### src/rtl/mem_rw_arbiter.sv
// Round-robin arbiter sharing one memory_controller read/write port among NUM_CH masters.
// Latency: grant -> mem_rw valid next cycle; mem_vld -> ch_vld next cycle; 3 cycles minimum per transaction.
// Backpressure: requesters hold their command until ch_vld; a silent memory is cut off after TIMEOUT cycles with ch_err.
module mem_rw_arbiter #(
    parameter int NUM_CH  = 4,
    parameter int ADDR_W  = 32,
    parameter int DATA_W  = 32,
    parameter int TIMEOUT = 255
) (
    input  logic                     clk,
    input  logic                     rst_n,
    input  logic [2*NUM_CH-1:0]      ch_rw,
    input  logic [NUM_CH*ADDR_W-1:0] ch_addr,
    input  logic [NUM_CH*DATA_W-1:0] ch_wr_data,
    output logic [NUM_CH-1:0]        ch_vld,
    output logic [NUM_CH-1:0]        ch_err,
    output logic [DATA_W-1:0]        ch_rd_data,
    output logic [1:0]               mem_rw,
    output logic [ADDR_W-1:0]        mem_addr,
    output logic [DATA_W-1:0]        mem_wr_data,
    input  logic [DATA_W-1:0]        mem_rd_data,
    input  logic                     mem_vld
);

    localparam int GW = $clog2(NUM_CH);
    // A zero TIMEOUT still needs a legal (unused) counter width.
    localparam int CW = (TIMEOUT == 0) ? 1 : $clog2(TIMEOUT + 1);

    typedef enum logic [1:0] {IDLE, BUSY, RESP} state_t;

    state_t        state;
    logic [GW-1:0] last_grant;
    logic [GW-1:0] grant;
    logic [GW-1:0] pick;
    logic          pick_vld;
    logic [CW-1:0] cnt;
    logic [CW:0]   cnt_inc;
    logic          tmo_hit;

    // Rotating priority: first requester after last_grant wins (lowest offset assigned last).
    always_comb begin
        pick     = '0;
        pick_vld = 1'b0;
        for (int k = NUM_CH; k >= 1; k--) begin
            if (ch_rw[2*((int'(last_grant) + k) % NUM_CH) + 1]) begin
                pick     = GW'((int'(last_grant) + k) % NUM_CH);
                pick_vld = 1'b1;
            end
        end
    end

    // Timeout fires on the BUSY cycle whose increment would make the counter equal TIMEOUT.
    always_comb begin
        cnt_inc = {1'b0, cnt} + 1'b1;
        tmo_hit = (TIMEOUT != 0) && (cnt_inc == (CW+1)'(TIMEOUT));
    end

    // Arbiter FSM; every output is a register updated here. mem_rw[0] doubles as the latched op.
    always_ff @(posedge clk or negedge rst_n) begin
        if (!rst_n) begin
            state       <= IDLE;
            last_grant  <= GW'(NUM_CH - 1);
            grant       <= '0;
            cnt         <= '0;
            mem_rw      <= 2'b00;
            mem_addr    <= '0;
            mem_wr_data <= '0;
            ch_vld      <= '0;
            ch_err      <= '0;
            ch_rd_data  <= '0;
        end else begin
            ch_vld <= '0;
            ch_err <= '0;
            case (state)
                IDLE: begin
                    // mem_vld is deliberately ignored here.
                    if (pick_vld) begin
                        grant       <= pick;
                        mem_rw      <= {1'b1, ch_rw[2*int'(pick)]};
                        mem_addr    <= ch_addr[int'(pick)*ADDR_W +: ADDR_W];
                        mem_wr_data <= ch_wr_data[int'(pick)*DATA_W +: DATA_W];
                        cnt         <= '0;
                        state       <= BUSY;
                    end
                end
                BUSY: begin
                    if (mem_vld) begin
                        mem_rw        <= 2'b00;
                        ch_vld[grant] <= 1'b1;
                        if (mem_rw[0]) begin
                            ch_rd_data <= mem_rd_data;
                        end
                        state <= RESP;
                    end else if (tmo_hit) begin
                        mem_rw        <= 2'b00;
                        ch_vld[grant] <= 1'b1;
                        ch_err[grant] <= 1'b1;
                        ch_rd_data    <= '0;
                        state         <= RESP;
                    end else if (cnt != {CW{1'b1}}) begin
                        cnt <= cnt_inc[CW-1:0];
                    end
                end
                RESP: begin
                    last_grant <= grant;
                    cnt        <= '0;
                    state      <= IDLE;
                end
                default: begin
                    state  <= IDLE;
                    mem_rw <= 2'b00;
                end
            endcase
        end
    end

endmodule
### config.mk
export PLATFORM = sky130hd
export DESIGN_NAME = mem_rw_arbiter
export DESIGN_NICKNAME = d
export VERILOG_FILES = /design/src/rtl/mem_rw_arbiter.sv
export SDC_FILE = /design/constraint.sdc
export NUM_CORES = 1
export LEC_CHECK = 0
export CAP_MARGIN = 20
export CORE_AREA = 2 2 158 160
export DETAILED_ROUTE_END_ITERATION = 8
export DIE_AREA = 0 0 160 162
export GPL_TIMING_DRIVEN = 1
export PLACE_DENSITY = 0.65
export SETUP_SLACK_MARGIN = 0.5
export SLEW_MARGIN = 20
export SYNTH_ARGS = -nofsm -noshare
export SYNTH_HDL_FRONTEND = slang
export SYNTH_SLANG_ARGS = --single-unit
### constraint.sdc
create_clock -name clk -period 3.57 [get_ports clk]
set_input_delay 0.5355 -clock clk [delete_from_list [all_inputs] [get_ports clk]]
set_output_delay 0.5355 -clock clk [all_outputs]
set_load 0.005 [all_outputs]
# Word-level counts from Yosys, hierarchy flattened
# Index checks and enable logic that the tools add are counted.
[totals] regBits=120 input_bits=299 output_inout_bits=106 elab_cells=101
[classes] add_sub_neg=9 order_cmp=7 n_eq_ne=10 n_shift=2 mux=45 bitwise=5 n_reduce_logical=13
[op_table] op="variable part select 128 x 8 -> 32 bit" count=2
[op_table] op="two-way mux 32 bit" count=3
[op_table] op="two-way mux 8 bit" count=4
[op_table] op="case mux 8 bit (3 select lines)" count=1
[op_table] op="adder 4 x 2 -> 5 bit, second input constant" count=4
[op_table] op="< comparator 5 bit, second input constant" count=4
[op_table] op="two-way mux 2 bit" count=10
[op_table] op="two-way mux 4 bit" count=5
[op_table] op="two-way mux 1 bit" count=14
[op_table] op="binary-select mux 1 bit (select 3 bit)" count=4
[op_table] op="!= test 2 bit, second input constant" count=5
[op_table] op="adder 8 x 1 -> 9 bit, second input constant" count=1
[op_table] op="== test 9 x 8 -> 1 bit, second input constant" count=1
[op_table] op="!= test 8 bit, second input constant" count=1
[op_table] op="OR reduction 2 bit" count=4
[op_table] op="case mux 2 bit (3 select lines)" count=1
[op_table] op="AND reduction 3 bit" count=2
[op_table] op="AND reduction 5 bit" count=1
[op_table] op="adder 2 x 1 -> 2 bit, second input constant" count=2
[op_table] op="adder 2 bit, second input constant" count=2
[op_table] op="bitwise AND 1 bit, first input constant" count=4
[op_table] op="< comparator 3 x 4 -> 1 bit, second input constant" count=1
[op_table] op="case mux 2 bit (2 select lines)" count=1
[op_table] op="AND reduction 2 bit" count=2
[op_table] op="other kinds (12)" count=12

# Longest topological paths before layout
# Gate-level depths: netlist (run 1).
[logic_depth] word_depth=15 depth_mapped=9 depth_no_buf=7

# Worst setup path before layout (run 1)
# No wires, ideal clock.
[synth_timing] kind="register to register" startpoint="register last_grant[1]" endpoint="register mem_addr[26]" setup_time_ps=130 arrival_ps=1789 t_required_ps=3440 path_slack_ps=1651 path_stages_with_launch=8 path_buffers=2 period_less_slack_ps=1919 path_cell_list="dfstp_2 > mux2_4 > a22oi_4 > nand2_4 > buf_4 > buf_2 > a211oi_1 > a211oi_1"
[synth_between] elab_chain_cells=10 word_cells_on_any_way=30 classes_between="add/sub (8); shift (1); mux (20); reduce/logical (1)"
[synth_lines] item="from (decl)" line_no="32" source="logic [GW-1:0] last_grant;"
[synth_lines] item="from (signal assigned)" line_no="62" source="last_grant <= GW'(NUM_CH - 1);"
[synth_lines] item="from (signal assigned)" line_no="105" source="last_grant <= grant;"
[synth_lines] item="adder 2 x 1 -> 2 bit" line_no="45, 46"
[synth_lines] item="adder 4 x 2 -> 5 bit" line_no="45" source="if (ch_rw[2*((int'(last_grant) + k) % NUM_CH) + 1]) begin"
[synth_lines] item="binary-select mux 1 bit (select 3 bit)" line_no="45"
[synth_lines] item="two-way mux 1 bit (not written as such) (2 in a row)" line_no="45"
[synth_lines] item="two-way mux 2 bit / two-way mux 1 bit (equally long branches) (4 in a row)" line_no="45"
[synth_lines] item="variable part select 128 x 8 -> 32 bit / AND reduction 2 bit (equally long branches)"
[synth_lines] item="to (signal assigned)" line_no="80" source="mem_addr <= ch_addr[int'(pick)*ADDR_W +: ADDR_W];"
[synth_lines] item="to (decl)" line_no="19" source="output logic [ADDR_W-1:0] mem_addr,"
# Parallel ways exist; a longest one is shown, timed or not. The select of a mux whose other input is x is not followed.
# A chain may end at the register's enable or synchronous reset.

# Worst setup path after layout (run 1)
[layout_timing] startpoint="register last_grant[1]" endpoint="register mem_rw[0]"
[layout_between] elab_chain_cells=13 word_cells_on_any_way=34 classes_between="add/sub (8); eq/ne (1); mux (24); reduce/logical (1)"
[layout_lines] item="adder 2 x 1 -> 2 bit" line_no="45, 46"
[layout_lines] item="adder 4 x 2 -> 5 bit" line_no="45"
[layout_lines] item="binary-select mux 1 bit (select 3 bit)" line_no="45"
[layout_lines] item="two-way mux 1 bit (not written as such) (2 in a row)" line_no="45"
[layout_lines] item="two-way mux 2 bit (4 in a row)" line_no="45"
[layout_lines] item="binary-select mux 1 bit (select 2 bit)" line_no="79" source="mem_rw <= {1'b1, ch_rw[2*int'(pick)]};"
[layout_lines] item="two-way mux 1 bit (not written as such)" line_no="79"
[layout_lines] item="two-way mux 2 bit" line_no="77" source="if (pick_vld) begin"
[layout_lines] item="case mux 2 bit (3 select lines)" line_no="74" source="case (state)"
[layout_lines] item="to (signal assigned)" line_no="79"
[layout_lines] item="to (decl)" line_no="18" source="output logic [1:0] mem_rw,"
# Parallel ways exist; a longest one is shown, timed or not. The select of a mux whose other input is x is not followed.

==> reports/metrics.yaml, run 1 <==
run_status:
  outcome: "completed"
critical_path:
  slowest_delay_ns: 0.60
  end_kind: "register"
  crit_chain: "mux2_4 -> a22oi_4 -> buf_4 -> a21boi_0 -> o21ba_2 -> a221o_1"
  cp_max_fo: 67
  start_kind: "register"
  cp.required_ns: 3.86
  crit_type: "register to register"
  crit_slowest_cell: "dfstp_2"
  arrival_ns: 2.78
sta:
  maxSlewViolCount: 0
  fin_tns_setup_ns: 0
  hold_viol: 0
  rsz0062_at_grt: "no"
  setup_viol: 0
  fin_crit_sh_pct: 69.6
  fin_crit_ns: 2.49
  worstMarginPinSlew_ns: 0.856
  timing.fmax_mhz: 402
  fin_skew_ns: 0.00761
  max_slew_margin_pct: 42.9
cts:
  cts_sinks: 120
  ctsResizeCount: 0
  htree_levels: 4
  cts_buffers: 17
  clk-insertion-delay-late_ns: 0.41
  cts_tree: "built"
  postCtsSetupBuffers: 0
  path_clk_slew_ns: 0.06
  root_buffer: "clkbuf_16"
  postCtsHoldBufs: 0
  max-clock-path-buffers: 2
yosys:
  seq_area_frac_synth_pct: 42.8
  synth.distinct_cells: 60
  syn_area_um2: 7020
  syn_nets: 1042
  syn-mean-instance-area_um2: 9.47
  syn_inst: 741
  yosysWarnings: 0
  ys_ff_latch: 120
placed_design:
  placement.io_buffers: 404
  dpl.hpwl_mm: 21.0
  place_area_um2: 11300
  globalplace.congestion: 0.875
route:
  routedWlPerCell_um: 19.3
  drt_iter0_drc: 417
  wirelength_met1_mm: 11.5
  vias_per_cell: 4.97
  vias: 7228
  drt-total-wl_mm: 28.1
  wl_met3_mm: 1.96
  met2_length_mm: 13.8
  highest_layer: "met5"
  dr.pass1.iters: 4
  ant_nets: 0
  drcViolationCount: 0
floorplan:
  ios: 405
  fp.dieW_um: 160
  core-area_um2: 24100
  die_area_um2: 25900
  dieHeight_um: 162
  rows: 57
  initial_utilization_pct: 29.1
final_layout:
  mostFrequentLayoutCells: "clkdlybuf4s50_1 (403), a211oi_1 (118), dfrtp_1 (118)"
  final_common_cell: "clkdlybuf4s50_1"
  fin_area_um2: 12000
  area_delta_synth_final_pct: 70.3
  seqCellArea_um2: 3010
  layout-drive-gt1-share_pct: 7.00
  multi_input_area_um2: 3680
  fillers: 2353
  layout.nets: 1416
grt:
  antenna_found_initial: 3
  grt_max_degree: 68
  grt_pass1_vias: 7296
  grtUsageTotal_pct: 21.4
  grt_pass1_wl_mm: 42.8
  globalRouteOverflowTotal: 0
worst_hold_path:
  min_path_type: "input port to async pin"
power_and_ir_drop:
  vdd_drop_max_mv: 0.272
  power_leakage_nw: 4.97
  power_density_nw_per_um2: 686
run:
  maxCapViolations: 0
==> cell usage after synthesis (all sizes together) <==
| master | instances | area (um^2) |
|---|---|---|
| a211oi | 128 | 1010 |
| dfrtp | 118 | 2950 |
| nor2 | 79 | 297 |
| and3 | 65 | 407 |
| mux2i | 64 | 641 |
| o21ai | 43 | 215 |
| buf | 42 | 268 |
| nand2 | 40 | 158 |
| nor2b | 35 | 221 |
| a21oi | 32 | 160 |
| clkbuf | 25 | 93.8 |
| nand2b | 7 | 43.8 |
| inv | 5 | 18.8 |
| a21boi | 4 | 30.0 |
| a31oi | 4 | 25.0 |
| nand4 | 4 | 31.3 |
| a22oi | 3 | 41.3 |
| mux2 | 3 | 37.5 |
| nand3 | 3 | 15.0 |
| nor3 | 3 | 20.0 |
| nor4 | 3 | 25.0 |
| o211a | 3 | 30.0 |
| a21o | 2 | 15.0 |
| and2 | 2 | 12.5 |
| dfstp | 2 | 52.6 |
| ha | 2 | 25.0 |
| nor3b | 2 | 15.0 |
| o2111ai | 2 | 17.5 |
| o21bai | 2 | 18.8 |
| o31ai | 2 | 15.0 |
| a211o | 1 | 8.76 |
| a221o | 1 | 10.0 |
| a22o | 1 | 8.76 |
| and3b | 1 | 8.76 |
| nand3b | 1 | 7.51 |
| o211ai | 1 | 7.51 |
| o21ba | 1 | 10.0 |
| o2bb2ai | 1 | 8.76 |
| or3 | 1 | 11.3 |
| or3b | 1 | 8.76 |
| or4 | 1 | 7.51 |
| xor2 | 1 | 8.76 |
==> registers in the layout (all words and copies together) (netlist names) <==
signal       cells
ch_err           4
ch_rd_data      32
ch_vld           4
cnt              8
grant            2
last_grant       2
mem_addr        32
mem_rw           2
mem_wr_data     32
state            2
==> cell type report <==
type / count / share of cell area, %
clock inverter: 13 / 1.53
inverter: 5 / 0.157
multi-input combinational: 549 / 30.8
clock buffer: 19 / 3.79
sequential: 120 / 25.1
antenna: 3 / 0.0628
tap: 324 / 3.39
timing repair buffer: 422 / 35.1
==> where the power goes <==
part | switching (W) | internal, W | leakage, nW
clock | 0.000702 | 0.00116 | 0.313
sequential | 0.000367 | 0.00192 | 1.32
combinational | 0.00194 | 0.00211 | 3.33
==> final timing paths <==
check | from | to | slack [ns] | cells past startpoint
hold / removal | rst_n | ch_rd_data[13] | 0.16 | 1
setup reg to reg | last_grant[1] | mem_rw[0] | 1.08 | 6
hold reg to reg | mem_rw[1] | mem_rw[1] | 0.48 | 1
min in group clk | mem_rw[1] | mem_rw[1] | 0.48 | 1
setup / recovery | last_grant[1] | mem_rw[0] | 1.08 | 6
max in group asynchronous | rst_n | ch_rd_data[3] | 2.61 | 2
==> kinds of logic after synthesis <==
logic type	share of synthesized area (%)
AND/OR/NAND/NOR	18.4
AO/OA/AOI/OAI	23.3
flip-flops	42.8
buffers and inverters	5.42
multiplexers	9.66
adder cells (fa/ha/maj)	0.356
XOR/XNOR	0.125
==> worst max-delay path, delay by kind of cell, from the launching register on <==
family	cells	cell delay (ns)
buffers and inverters	1	0.55
AO/OA/AOI/OAI	4	0.88
multiplexers	1	0.33
flip-flops	1	0.60
==> metrics by stage <==
stage          power (W)  cells  hold slack, ns  util, %  setup WS [ns]
2_1_floorplan    0.00440    741           0.240        -           1.65
3_3_place_gp     0.00633   1420           0.462     46.9          0.667
3_5_place_dp     0.00640   1420           0.473     46.9          0.641
4_1_cts          0.00829   1452           0.186     49.6           1.04
5_1_grt          0.00876   1453           0.204     49.6          0.950
6_report         0.00821   1455           0.162     49.6           1.08
==> layer usage <==
layer	up-vias	track usage [%]
li1	3478	-
met1	3409	26.3
met2	294	35.6
met3	45	6.26
met4	2	8.11
met5	-	0
Power figures use the tool's default switching activity.
==> run 2: changes to the inputs <==
PLACE_DENSITY = 0.68   (was 0.65)
clock period = 2.11 ns   (was 3.57 ns; I/O delays follow)
==> run 2 against run 1 <==
Effect of this change: non-clock buffer count rose by 121; via count rose by 12%; global-route usage rose by 2.3 points; critical endpoint is now ch_rd_data[8]; routed wire length rose by 22%; die area did not move.
==> reports/metrics.yaml, run 2 (synthesis gave the netlist of run 1 again) <==
critical_path:
  crit_type: "register to register"
  arrival_ns: 2.35  # -0.43 ns
  end_kind: "register"
  rrSetupSlack_ns: 0.02  # -1.06 ns
  start_kind: "register"
  r2r_cells: 10  # +4
  rr_endpoint: "ch_rd_data[8]"
  cp.required_ns: 2.38  # -1.48 ns
  reg2reg_from: "cnt[0]"
  cp_max_fo: 5  # -93%
sta:
  setup_viol: 0  # unchanged
  timing.fmax_mhz: 479  # +19%
  worstMarginPinSlew_ns: 0.549  # -0.308 ns
  fin_crit_sh_pct: 99.0  # +29 points
  maxSlewViolCount: 0  # unchanged
  hold_viol: 0  # unchanged
  holdWs_ns: 0.451  # +0.289 ns
  fin_tns_setup_ns: 0  # unchanged
  fin_skew_ns: 0.0102  # +0.00260 ns
  setup_ws_ns: 0.0220  # -1.06 ns
  fin_crit_ns: 2.09  # -0.398 ns
  rsz0062_at_grt: "yes"
  max_slew_margin_pct: 63.4  # +21 points
final_layout:
  mostFrequentLayoutCells: "clkdlybuf4s50_1 (317), dfrtp_1 (112), a211oi_2 (95)"
  reg_top3: "ch_rd_data: 32 flops, mem_addr: 32 flops, mem_wr_data: 32 flops"
  area_delta_synth_final_pct: 114
  layout-drive-gt1-share_pct: 31.5  # +24 points
  final_common_cell: "clkdlybuf4s50_1"
  layout.nets: 1539  # +8.7%
  fin_area_um2: 15000  # +25%
cts:
  htree_levels: 4  # unchanged
  cts_tree: "built"
  max-clock-path-buffers: 2  # unchanged
  cts_buffers: 17  # unchanged
  clk-insertion-delay-late_ns: 0.41  # about the same
  root_buffer: "clkbuf_16"
  cts_sinks: 120  # unchanged
  path_clk_slew_ns: 0.06  # about the same
route:
  dr.pass1.iters: 4  # unchanged
  vias: 8118  # +12%
  drcViolationCount: 0  # unchanged
  vias_per_cell: 5.14  # +3.4%
  ant_nets: 0  # unchanged
  drt_iter0_drc: 418  # +0.24%
  drt-total-wl_mm: 34.3  # +22%
  routedWlPerCell_um: 21.7  # +12%
floorplan:
  core-area_um2: 24100  # unchanged
  ios: 405  # unchanged
  initial_utilization_pct: 29.1  # unchanged
  die_area_um2: 25900  # unchanged
  dieHeight_um: 162  # unchanged
  rows: 57  # unchanged
  fp.dieW_um: 160  # unchanged
grt:
  grt_pass1_wl_mm: 47.4  # +11%
  grt_max_degree: 58  # -15%
  globalRouteOverflowTotal: 0  # unchanged
  grtUsageTotal_pct: 23.7  # +2.3 points
  grt_pass1_vias: 8251  # +13%
  antenna_found_initial: 7  # +4
placed_design:
  dpl.hpwl_mm: 22.0  # +5.1%
  placement.io_buffers: 404  # unchanged
  place_area_um2: 12200  # +7.5%
  pre_cts_slack_ns: -0.314  # -0.955 ns
  globalplace.congestion: 0.843  # -3.7%
power_and_ir_drop:
  power_leakage_nw: 6.47  # +30%
  vdd_drop_max_mv: 0.532  # +95%
  power_density_nw_per_um2: 1170  # +71%
run_status:
  outcome: "completed"
run:
  maxCapViolations: 0  # unchanged
worst_hold_path:
  min_path_type: "input port to async pin"
-- run 2: changes by cell type in the layout (fill, tap and decap cells not counted), sizes merged, moves of 3 or more --
cell | previous run | this run
inv | 12 | 8
clkinvlp | 0 | 3
dlymetal6s2s | 0 | 85
buf | 19 | 131
clkdlybuf4s50 | 403 | 317
bufbuf | 0 | 3
clkbuf | 19 | 24
-- run 2: report_power, final --
part           total [W]  internal (W)  switching, W
Sequential       0.00395       0.00326      0.000686
Clock            0.00323       0.00205       0.00118
Combinational     0.0104       0.00570       0.00473
Total             0.0176        0.0110       0.00659
-- run 2: worst max path at each step --
stage                              from             end  slack, ns  cells after the start
final                            cnt[0]   ch_rd_data[8]       0.02                     10
after global routing             cnt[0]   ch_rd_data[8]      -0.01                     10
after CTS                 last_grant[1]    mem_addr[24]       0.07                      8
after detailed placement       ch_rw[7]    mem_addr[17]      -0.31                      8
after global placement         ch_rw[7]  mem_wr_data[0]      -0.25                      8
after floorplan           last_grant[1]       mem_rw[0]       0.21                      6
-- run 2: layer usage --
metal / part of all wire [%] / track usage [%] / vias to the layer above
met2: 52 / 43.2 / 326
li1: - / - / 3759
met1: 38 / 26.3 / 3967
met5: 0.079 / 0 / -
met4: 3.4 / 8.19 / 4
met3: 6.8 / 7.23 / 62
-- run 2: critical path, stage by stage (launching register included) --
cell	delay [ns]
dfrtp_2	0.43
buf_4	0.15
ha_4	0.16
inv_1	0.15
o211a_4	0.23
o2111ai_4	0.21
buf_6	0.21
buf_12	0.13
buf_16	0.14
nand2_2	0.05
o21ai_1	0.08
-- run 2: area by class of cell --
| type | instances | area [um^2] |
|---|---|---|
| fillers | 1971 | 9120 |
| flip-flops and latches | 120 | 3010 |
| multi-input cells | 551 | 4780 |
| repair buffers | 543 | 6110 |
| clock inverters | 13 | 191 |
| inverters | 5 | 18.8 |
| well taps | 324 | 405 |
| diodes | 5 | 12.5 |
| clock buffers | 19 | 453 |
-- run 2: what timing repair did --
action                                  in CTS  in global routing
setup buffers                               23                 38
pin swaps                                   34                 38
endpoints found under the setup margin     186                216
hold endpoints to repair                    33                  0
resized for setup                           71                236
cloned                                      17                  5
hold buffers                                 1                  0
-- run 2: through the flow --
| step | util (%) | std cells | total power (W) |
|---|---|---|---|
| after floorplan | - | 741 | 0.00791 |
| after global placement | 50.4 | 1459 | 0.0117 |
| after detailed placement | 50.4 | 1459 | 0.0119 |
| after CTS | 57.0 | 1532 | 0.0163 |
| after global routing | 62.2 | 1577 | 0.0185 |
| final | 62.2 | 1580 | 0.0176 |
